**src/rtl/dlx_sequencer.sv**
```systemverilog
// ============================================================================
// Module   : dlx_sequencer
// Function : Multi-cycle FETCH/DECODE/EXECUTE/MEMORY/WRITEBACK control FSM
//            for the DLX core, with a memory-ack timeout and a sticky bus error.
//            Optional performance counters: define DLX_SEQ_PERF_EN.
// Revision : 1.0  initial release
// ============================================================================
`default_nettype none

module dlx_sequencer #(
    parameter int TIMEOUT = 255
) (
    input  logic       clk,
    input  logic       reset,
    input  logic       run,
    input  logic       i_ack,
    input  logic       d_ack,
    input  logic       d_load_enable,
    input  logic       d_write_enable,
    input  logic [4:0] Rd,
    output logic       i_req,
    output logic       ID,
    output logic       EX,
    output logic       d_req,
    output logic       d_we,
    output logic       reg_we,
    output logic       pc_en,
    output logic       busy,
    output logic       bus_error
`ifdef DLX_SEQ_PERF_EN
    ,
    output logic [31:0] cycle_count,
    output logic [31:0] instr_count
`endif
);

    localparam int               CNT_W     = (TIMEOUT < 2) ? 1 : $clog2(TIMEOUT + 1);
    localparam logic [CNT_W-1:0] C_TIMEOUT = CNT_W'(TIMEOUT);
    localparam logic             C_TO_EN   = (TIMEOUT != 0);

    typedef enum logic [2:0] {
        S_IDLE      = 3'd0,
        S_FETCH     = 3'd1,
        S_DECODE    = 3'd2,
        S_EXECUTE   = 3'd3,
        S_MEMORY    = 3'd4,
        S_WRITEBACK = 3'd5,
        S_ERROR     = 3'd6
    } state_t;

    state_t           state_q, state_d;
    logic [CNT_W-1:0] wait_q, wait_d;
    logic             w_timeout;
    logic             i_req_q, id_q, ex_q, d_req_q, pc_en_q, busy_q, bus_error_q;

    assign w_timeout = C_TO_EN && (wait_q == C_TIMEOUT);

    // The ack is tested before the timeout so a late ack on the last allowed cycle still wins.
    always_comb begin
        state_d = state_q;
        case (state_q)
            S_IDLE:      if (run) state_d = S_FETCH;
            S_FETCH: begin
                if (i_ack)          state_d = S_DECODE;
                else if (w_timeout) state_d = S_ERROR;
            end
            S_DECODE:    state_d = S_EXECUTE;
            S_EXECUTE:   state_d = (d_load_enable || d_write_enable) ? S_MEMORY : S_WRITEBACK;
            S_MEMORY: begin
                if (d_ack)          state_d = S_WRITEBACK;
                else if (w_timeout) state_d = S_ERROR;
            end
            S_WRITEBACK: state_d = run ? S_FETCH : S_IDLE;
            S_ERROR:     state_d = S_ERROR;
            default:     state_d = S_IDLE;
        endcase
    end

    always_comb begin
        wait_d = '0;
        if ((state_d == S_FETCH || state_d == S_MEMORY) && (state_d == state_q)) begin
            wait_d = (wait_q == {CNT_W{1'b1}}) ? wait_q : wait_q + CNT_W'(1);
        end
    end

    // Strobes are decoded from the next state so each one is a clean register output.
    always_ff @(posedge clk) begin
        if (reset) begin
            state_q     <= S_IDLE;
            wait_q      <= '0;
            i_req_q     <= 1'b0;
            id_q        <= 1'b0;
            ex_q        <= 1'b0;
            d_req_q     <= 1'b0;
            pc_en_q     <= 1'b0;
            busy_q      <= 1'b0;
            bus_error_q <= 1'b0;
        end else begin
            state_q     <= state_d;
            wait_q      <= wait_d;
            i_req_q     <= (state_d == S_FETCH);
            id_q        <= (state_d == S_DECODE);
            ex_q        <= (state_d == S_EXECUTE);
            d_req_q     <= (state_d == S_MEMORY);
            pc_en_q     <= (state_d == S_WRITEBACK);
            busy_q      <= (state_d != S_IDLE) && (state_d != S_ERROR);
            bus_error_q <= (state_d == S_ERROR);
        end
    end

    assign i_req     = i_req_q;
    assign ID        = id_q;
    assign EX        = ex_q;
    assign d_req     = d_req_q;
    assign pc_en     = pc_en_q;
    assign busy      = busy_q;
    assign bus_error = bus_error_q;
    assign d_we      = d_req_q & d_write_enable;
    assign reg_we    = pc_en_q & (Rd != 5'd0) & ~d_write_enable;

`ifdef DLX_SEQ_PERF_EN
    logic [31:0] cycle_count_q, instr_count_q;

    always_ff @(posedge clk) begin
        if (reset) begin
            cycle_count_q <= '0;
            instr_count_q <= '0;
        end else begin
            cycle_count_q <= cycle_count_q + {31'd0, busy_q};
            instr_count_q <= instr_count_q + {31'd0, pc_en_q};
        end
    end

    assign cycle_count = cycle_count_q;
    assign instr_count = instr_count_q;
`endif

endmodule

`default_nettype wire
```
**config.mk**
```make
export PLATFORM = sky130hd
export DESIGN_NAME = dlx_sequencer
export DESIGN_NICKNAME = d
export VERILOG_FILES = /design/src/rtl/dlx_sequencer.sv
export SDC_FILE = /design/constraint.sdc
export NUM_CORES = 1
export LEC_CHECK = 0
export BUFFER_PORTS_ARGS = -buffer_cell sky130_fd_sc_hd__buf_2
export CORE_AREA = 2 2 43 45
export CTS_CLUSTER_SIZE = 16
export DETAILED_ROUTE_END_ITERATION = 6
export DIE_AREA = 0 0 45 47
export PLACE_DENSITY = 0.86
export SYNTH_ARGS = -nofsm -noshare
export SYNTH_HDL_FRONTEND = slang
export SYNTH_SLANG_ARGS = --single-unit
```
**constraint.sdc**
```tcl
create_clock -name clk -period 3.5 [get_ports clk]
set_input_delay 0.175 -clock clk [delete_from_list [all_inputs] [get_ports clk]]
set_output_delay 0.175 -clock clk [all_outputs]
set_load 0.01 [all_outputs]
```
# After elaboration in Yosys (flattened, before gate mapping)
# Index checks and enable logic that the tools add are counted.
# word_totals
ff_bits,18
latch_bits,0
ramBits,0
romBits,0
in_bits,12
output_inout_bits,9
n_memories,0
# classes
addsub,1
mul,0
div_mod_pow,0
n_lt_le_gt_ge,0
eq_ne,15
shifts,0
n_mux,7
bitwise,5
n_reduce_logical,8
# ops
op,n
case mux 3 bit (7 select lines),1
== test 3 bit (second input constant),6
== test 3 x 2 -> 1 bit (second input constant),4
2-to-1 mux 3 bit,4
adder 8 x 1 -> 8 bit (second input constant),1
== test 8 bit (second input constant),1
== test 3 x 1 -> 1 bit (second input constant),2
nonzero test 5 bit,1
AND 1 bit,3
== test 3 bit,1
logical NOT 3 bit,1
inequality test 3 bit (second input constant),1
nonzero test 3 bit,1
logical AND 1 bit,2
logical OR 1 bit,2
2-to-1 mux 1 bit,2
inverter 1 bit,2
OR reduction 2 bit,1

# Depth between registers and ports, before layout
# Gate-level depths: netlist (run 1).
# logic_depth
ltp_word,9
mapped_depth,7
ltp_nobuf,6

# Worst setup path before layout (run 1)
# No wires, ideal clock.
# synth_path
kind,register to register
from,register wait_q[0]
to,"register i_req_q, in the netlist i_req"
setup_ns,0.130
arrival_ns,1.609
slack_ns,1.761
stages_incl_launch_ff,8
n_path_buf,1
cell_sequence,dfxtp_1 -> ha_1 -> nand3_2 -> or2_0 -> buf_6 -> a311oi_2 -> or3_1 -> nor2_1
# synth_via
elab_chain_cells,5
word_cells_on_any_way,6
classes_between,eq/ne (2); mux (4)
# synth_rtl
element,line_no,source
"start, declared",52,"logic [CNT_W-1:0] wait_q, wait_d;"
"start signal, assigned",100,wait_q <= wait_d;
== test 8 bit *,56,assign w_timeout = C_TO_EN && (wait_q == C_TIMEOUT);
2-to-1 mux 3 bit *,"65, 71",
"2-to-1 mux 3 bit, on equally long branches","70, 64",
case mux 3 bit (7 select lines) *,61,case (state_q)
== test 3 x 1 -> 1 bit *,101,i_req_q <= (state_d == S_FETCH);
"end signal, assigned",101,
"end, declared",54,"logic i_req_q, id_q, ex_q, d_req_q, pc_en_q, busy_q, bus_error_q;"
# Every way passes the cells marked *; elsewhere a longest branch is shown, timed or not.
# A chain may end at the register's enable or synchronous reset.

# Final worst setup path (run 1)
# layout_path
from,register wait_q[0]
to,register wait_q[6]
# layout_via
elab_chain_cells,9
word_cells_on_any_way,13
classes_between,add/sub (1); eq/ne (4); mux (4); bitwise (1); reduce/logical (3)
# layout_rtl
element,line_no,source
== test 8 bit,"56, 82",
2-to-1 mux 3 bit,"65, 71",
"2-to-1 mux 3 bit, on equally long branches","70, 64",
case mux 3 bit (7 select lines),61,
== test 3 x 1 -> 1 bit / == test 3 bit (equally long branches),81,if ((state_d == S_FETCH || state_d == S_MEMORY) && (state_d == state_q)) begin
logical OR 1 bit,81,
logical AND 1 bit,81,
inverter 1 bit (no line),-,
OR reduction 2 bit (no line),-,
# Several ways; a longest one is shown, not always the timed one.

==> flow_summary.ini, run 1 <==
[critical_path]
path_class = flip-flop to flip-flop
reg2reg_depth = 6
end_kind = flip-flop
worstPathRequired_ns = 3.72
cp.arrival_ns = 2.41
worstPathMaxFanout = 10
start_kind = flip-flop
r2r_slack_ns = 1.32

[final_layout]
insertedDiodeCount = 0
area_growth_pct = 17.7
design_area_um2 = 972
layout-drive-gt1-share_pct = 27.5
nets = 123

[placed_design]
place_congestion = 0.731
io_buffers = 20
place_area_um2 = 936
dp_hpwl_mm = 1.23

[synthesis]
synth_area_per_cell_um2 = 9.60
ys_types = 34
yosysWarnings = 0
async_reset_ff_share_pct = 0
yosysMostFrequentCell = dfxtp_1
synthTopCellsByCount = dfxtp_1, nor2_1, a21oi_1
yosys.area.top_type = dfxtp_1
yosysSeqAreaShare_pct = 43.6
ys_top_cells_by_area = dfxtp_1, nor2_1, xnor2_1
synth_edf_count = 0
synth_top_area_share_pct = 43.6
ys_ff_latch = 18
postSynthCellCount = 86
ys.flop_type = dfxtp_1
synth.cell_area_um2 = 826
syn-num-nets = 99

[pwr]
vdd_drop_max_uv = 304
p_leak_uw = 0.000406
cellPowerDensity_nw_per_um2 = 405

[route]
dr.pass1.iters = 4
vias = 706
wl_mm = 1.62
drc = 0
wl_per_cell_um = 12.9
postRouteAntennaNets = 0
viasPerCell = 5.60
drt_iter0_markers = 26

[outcome]
status = finished, final reports clean

[cts]
clockRootBuffer = clkbuf_4
htree_levels = 1
cts_buffers = 3
post_cts_buffers = 0
holdBufCountCts = 0
cts_resized = 0
clockBufferDepth = 2
clkLatencyLatePin_ns = 0.29
cts.sinks = 18
cts_tree = done
cts.reportedPaths.clkPinSlew_ns = 0.10

[global_routing]
grt_overflow = 0
grt_pass1_wl_mm = 2.57
grt_antenna_before_repair = 0
grt_max_degree = 11
grt_pass1_vias = 650
grt_use_total_pct = 17.1

[timing]
tns_ns = 0
skew_ns = 0.00195
relSlewSlack_pct = 50.4
final_hold_viol_count = 0
fin_crit_sh_pct = 62.4
worst_slew_pin_slew_ns = 0.743
finalCriticalPeriod_ns = 2.18
finalMaxSlewViolations = 0
rsz0062_at_grt = no
max_freq_ghz = 0.458
setup_viol = 0

[die]
start_util_pct = 50.0
fp.dieW_um = 45
die_h_um = 47
io_pins = 21
dieArea_um2 = 2120
core_um2 = 1650
num_rows = 15

[hold_path]
hold_depth = 2
min_path_type = primary input to flip-flop

[run]
drv_cap = 0
-- worst max-delay path: stages (launching register included) --
cell and delay (ns):
dfxtp_1 0.35, ha_1 0.25, nand3_2 0.11, or2_0 0.59
o21ai_2 0.22, a211o_1 0.38, nor3_1 0.22
-- layer usage --
layer  wire (µm)  vias up  global-route usage [%]
met5           0        -                       0
met4          31        0                    12.4
met3          67        4                    2.31
met2         836       23                    30.0
met1         686      326                    19.0
li1            -      353                       -
-- registers in the layout, indices dropped and copies added, names as in the netlist --
name / count
bus_error: 1
i_req: 1
ID: 1
state_q: 3
EX: 1
d_req: 1
wait_q: 8
pc_en: 1
busy: 1
-- kinds of logic (layout without fill, tap and decap cells) --
| group | count (synthesis) | after routing | synth area share, % |
|---|---|---|---|
| adder cells (fa/ha/maj) | 1 | 1 | 1.51 |
| AND/OR/NAND/NOR | 39 | 39 | 26.2 |
| XOR/XNOR | 6 | 6 | 6.36 |
| AO/OA/AOI/OAI | 16 | 16 | 17.1 |
| flip-flops | 18 | 18 | 43.6 |
| multiplexers | 2 | 2 | 2.42 |
| buffers and inverters | 4 | 27 | 2.73 |
-- cells in the final DEF (no fill, tap or decap), types with 2 or more instances in the layout --
cell      netlist  routed
dfxtp_1        18      18
nor3b_1         5       5
nor3_1          3       3
mux2i_1         2       2
a21oi_1         6       6
xnor2_1         5       5
inv_1           3       3
nand2_1         2       2
nor2b_1         2       2
clkbuf_4        0       3
nor2_1         12      12
and3_1          2       2
nand3_1         4       4
buf_2           0      20
-- path summary, 6_finish.rpt --
check,startpoint,end
setup / recovery,wait_q[0]$_SDFFE_PP0N_,wait_q[6]$_SDFFE_PP0N_
hold / removal,reset,busy$_SDFF_PP0_
setup reg to reg,wait_q[0]$_SDFFE_PP0N_,wait_q[6]$_SDFFE_PP0N_
hold reg to reg,wait_q[1]$_SDFFE_PP0N_,wait_q[1]$_SDFFE_PP0N_
-- cell type report --
class,count,area [µm²]
clock buffers,4,36.3
fillers,143,679
inverters,3,11.3
multi-input cells,64,443
flip-flops and latches,18,360
well taps,17,21.3
repair buffers,20,100
-- where the power goes --
part | internal, µW | switching [µW]
Combinational | 22.2 | 26.9
Sequential | 212 | 5.43
Clock | 63.5 | 63.3
Total | 298 | 95.7
-- per-stage QoR --
stage               worst slack, ns  total power, µW  cells  hold WS (ns)  utilization [%]
finish                         1.32              393    126         0.114             58.9
global route                   1.15              409    126         0.116             58.9
CTS                            1.34              396    126         0.104             58.9
detailed placement             1.34              271    122         0.424             56.7
global placement               1.47              269    122         0.428             56.7
floorplan                      1.76              253     86         0.237                -
Note: power is estimated with default switching activity, not from simulation.
==> run 2, diff against run 1 <==
CORE_AREA = 2 2 44 46   (was 2 2 43 45)
DIE_AREA = 0 0 46 48   (was 0 0 45 47)
PLACE_DENSITY = 0.83   (was 0.86)
clock period = 2.08 ns   (was 3.5 ns; I/O delays follow)
==> run 2 against run 1 <==
  * Global-route usage is essentially flat
  * First-iteration DRC count shrank 50%
  * Final cell count grew 0.79%
  * Routed wire length grew 4.8%
  * Die area grew 4.4%
  * Critical path depth shrank 1
  * Sequential power grew 69%
  * Clock-buffer cell count is the same
  * Combinational power grew 80%
  * Highest routed layer unchanged
==> flow_summary.ini, run 2 (synthesis gave the netlist of run 1 again) <==
[timing]
relSlewSlack_pct = 55.2
max_freq_ghz = 0.510
skew_ns = 0.00255
finalMaxSlewViolations = 0
worst_slew_pin_slew_ns = 0.671
setup_viol = 0
fin_crit_sh_pct = 94.2
final_hold_viol_count = 0
layout_setup_ws_ns = 0.121
finalCriticalPeriod_ns = 1.96
whs_ns = 0.0533

[route]
dr.pass1.iters = 4
wl_mm = 1.70
drt_iter0_markers = 13
postRouteAntennaNets = 0
vias = 716
viasPerCell = 5.64
drc = 0
wl_per_cell_um = 13.4

[pwr]
cellPowerDensity_nw_per_um2 = 671
pwr-share-comb_pct = 13.3
netSwitchingPower_uw = 162
swShare_pct = 24.3
p_leak_uw = 0.000412
clkPwrFrac_pct = 31.7
internal_power_uw = 503
vdd_drop_max_uv = 426
seqPwrFrac_pct = 55.0

[final_layout]
top_regs = wait_q x8, state_q x3
layout-drive-gt1-share_pct = 28.2
final_common_cell = buf_2
insertedDiodeCount = 0
nets = 124
finish.utilization_pct = 58.7
largest-register = wait_q
design_area_um2 = 991
layout_common_cells = buf_2, dfxtp_1, nor2_1
largest_register_ffs = 8
area_growth_pct = 20.0

[placed_design]
dp_slack_ns = 0.130
io_buffers = 20
place_area_um2 = 943
place_congestion = 0.723
dp_hpwl_mm = 1.31

[die]
start_util_pct = 48.9
io_pins = 21
die_h_um = 48
fp.dieW_um = 46
dieArea_um2 = 2210
core_um2 = 1690
num_rows = 15

[global_routing]
busiest_layer = met2
grt_max_degree = 11
grt_pass1_vias = 677
met2_usage_pct = 33.1
grt_overflow = 0
use_met3_pct = 2.26
grt_util_met1_pct = 18.5
grt_antenna_before_repair = 0
grt_pass1_wl_mm = 2.70
grt_use_total_pct = 17.1

[cts]
cts.sinks = 18
cts.reportedPaths.clkPinSlew_ns = 0.10
clockRootBuffer = clkbuf_4
holdBufCountCts = 0
clockBufferDepth = 2
htree_levels = 1
clkLatencyLatePin_ns = 0.29
cts_tree = done
cts_buffers = 3

[run]
drv_cap = 0

[critical_path]
start_kind = flip-flop
worstPathMaxFanout = 8
path_class = flip-flop to flip-flop
cp.arrival_ns = 2.14
worstPathRequired_ns = 2.26
end_kind = flip-flop

[hold_path]
min_path_type = primary input to flip-flop

[outcome]
status = finished, final reports clean
-- run 2: changes by cell type in the layout (fill, tap and decap cells not counted), sizes merged --
cell | previous run | this run
buf | 20 | 21
-- run 2: timing repair --
| action | 4_1_cts | 5_1_grt |
|---|---|---|
| setup endpoints to repair | 0 | 9 |
| setup buffers | 0 | 0 |
| gates resized for setup | 0 | 2 |
-- run 2: layout make-up --
cell class	instances	area [µm²]
Clock buffer	4	36.3
Fill cell	160	698
Inverter	3	11.3
Multi-Input combinational cell	64	454
Sequential cell	18	360
Tap cell	17	21.3
Timing Repair Buffer	21	108
-- run 2: power groups by stage --
stage                     combinational [µW]  sequential (µW)  clock (µW)
after floorplan                         49.8              376           0
after CTS                               83.6              366         213
after detailed placement                83.2              374           0
after global placement                  80.7              373           0
after global routing                    98.0              368         227
final                                   88.6              366         211
-- run 2: worst paths after layout --
path,from,endpoint,slack (ns),cells after the start
worst max register to register,state_q[0]$_SDFF_PP0_,wait_q[6]$_SDFFE_PP0N_,0.12,5
worst max-delay path,state_q[0]$_SDFF_PP0_,wait_q[6]$_SDFFE_PP0N_,0.12,5
worst min register to register,wait_q[1]$_SDFFE_PP0N_,wait_q[1]$_SDFFE_PP0N_,0.54,2
worst min-delay path,reset,busy$_SDFF_PP0_,0.05,2
-- run 2: critical path: stages (launching register included) --
cell and delay, ns:
dfxtp_1 0.45, nor3b_1 0.60, a21oi_1 0.13, o21ai_2 0.28, a211o_1 0.29, nor3_1 0.10
-- run 2: stage by stage --
step                      std cells  setup TNS, ns  power (µW)
final                           127              0         665
after global routing            127         -0.143         693
after CTS                       127              0         662
after detailed placement        123              0         457
after global placement          123              0         454
after floorplan                  86              0         426
-- run 2: per-layer routing --
layer / wire length (µm) / vias to the layer above
met5: 0 / -
met4: 22 / 0
met3: 80 / 6
met2: 892 / 28
met1: 704 / 326
li1: - / 356
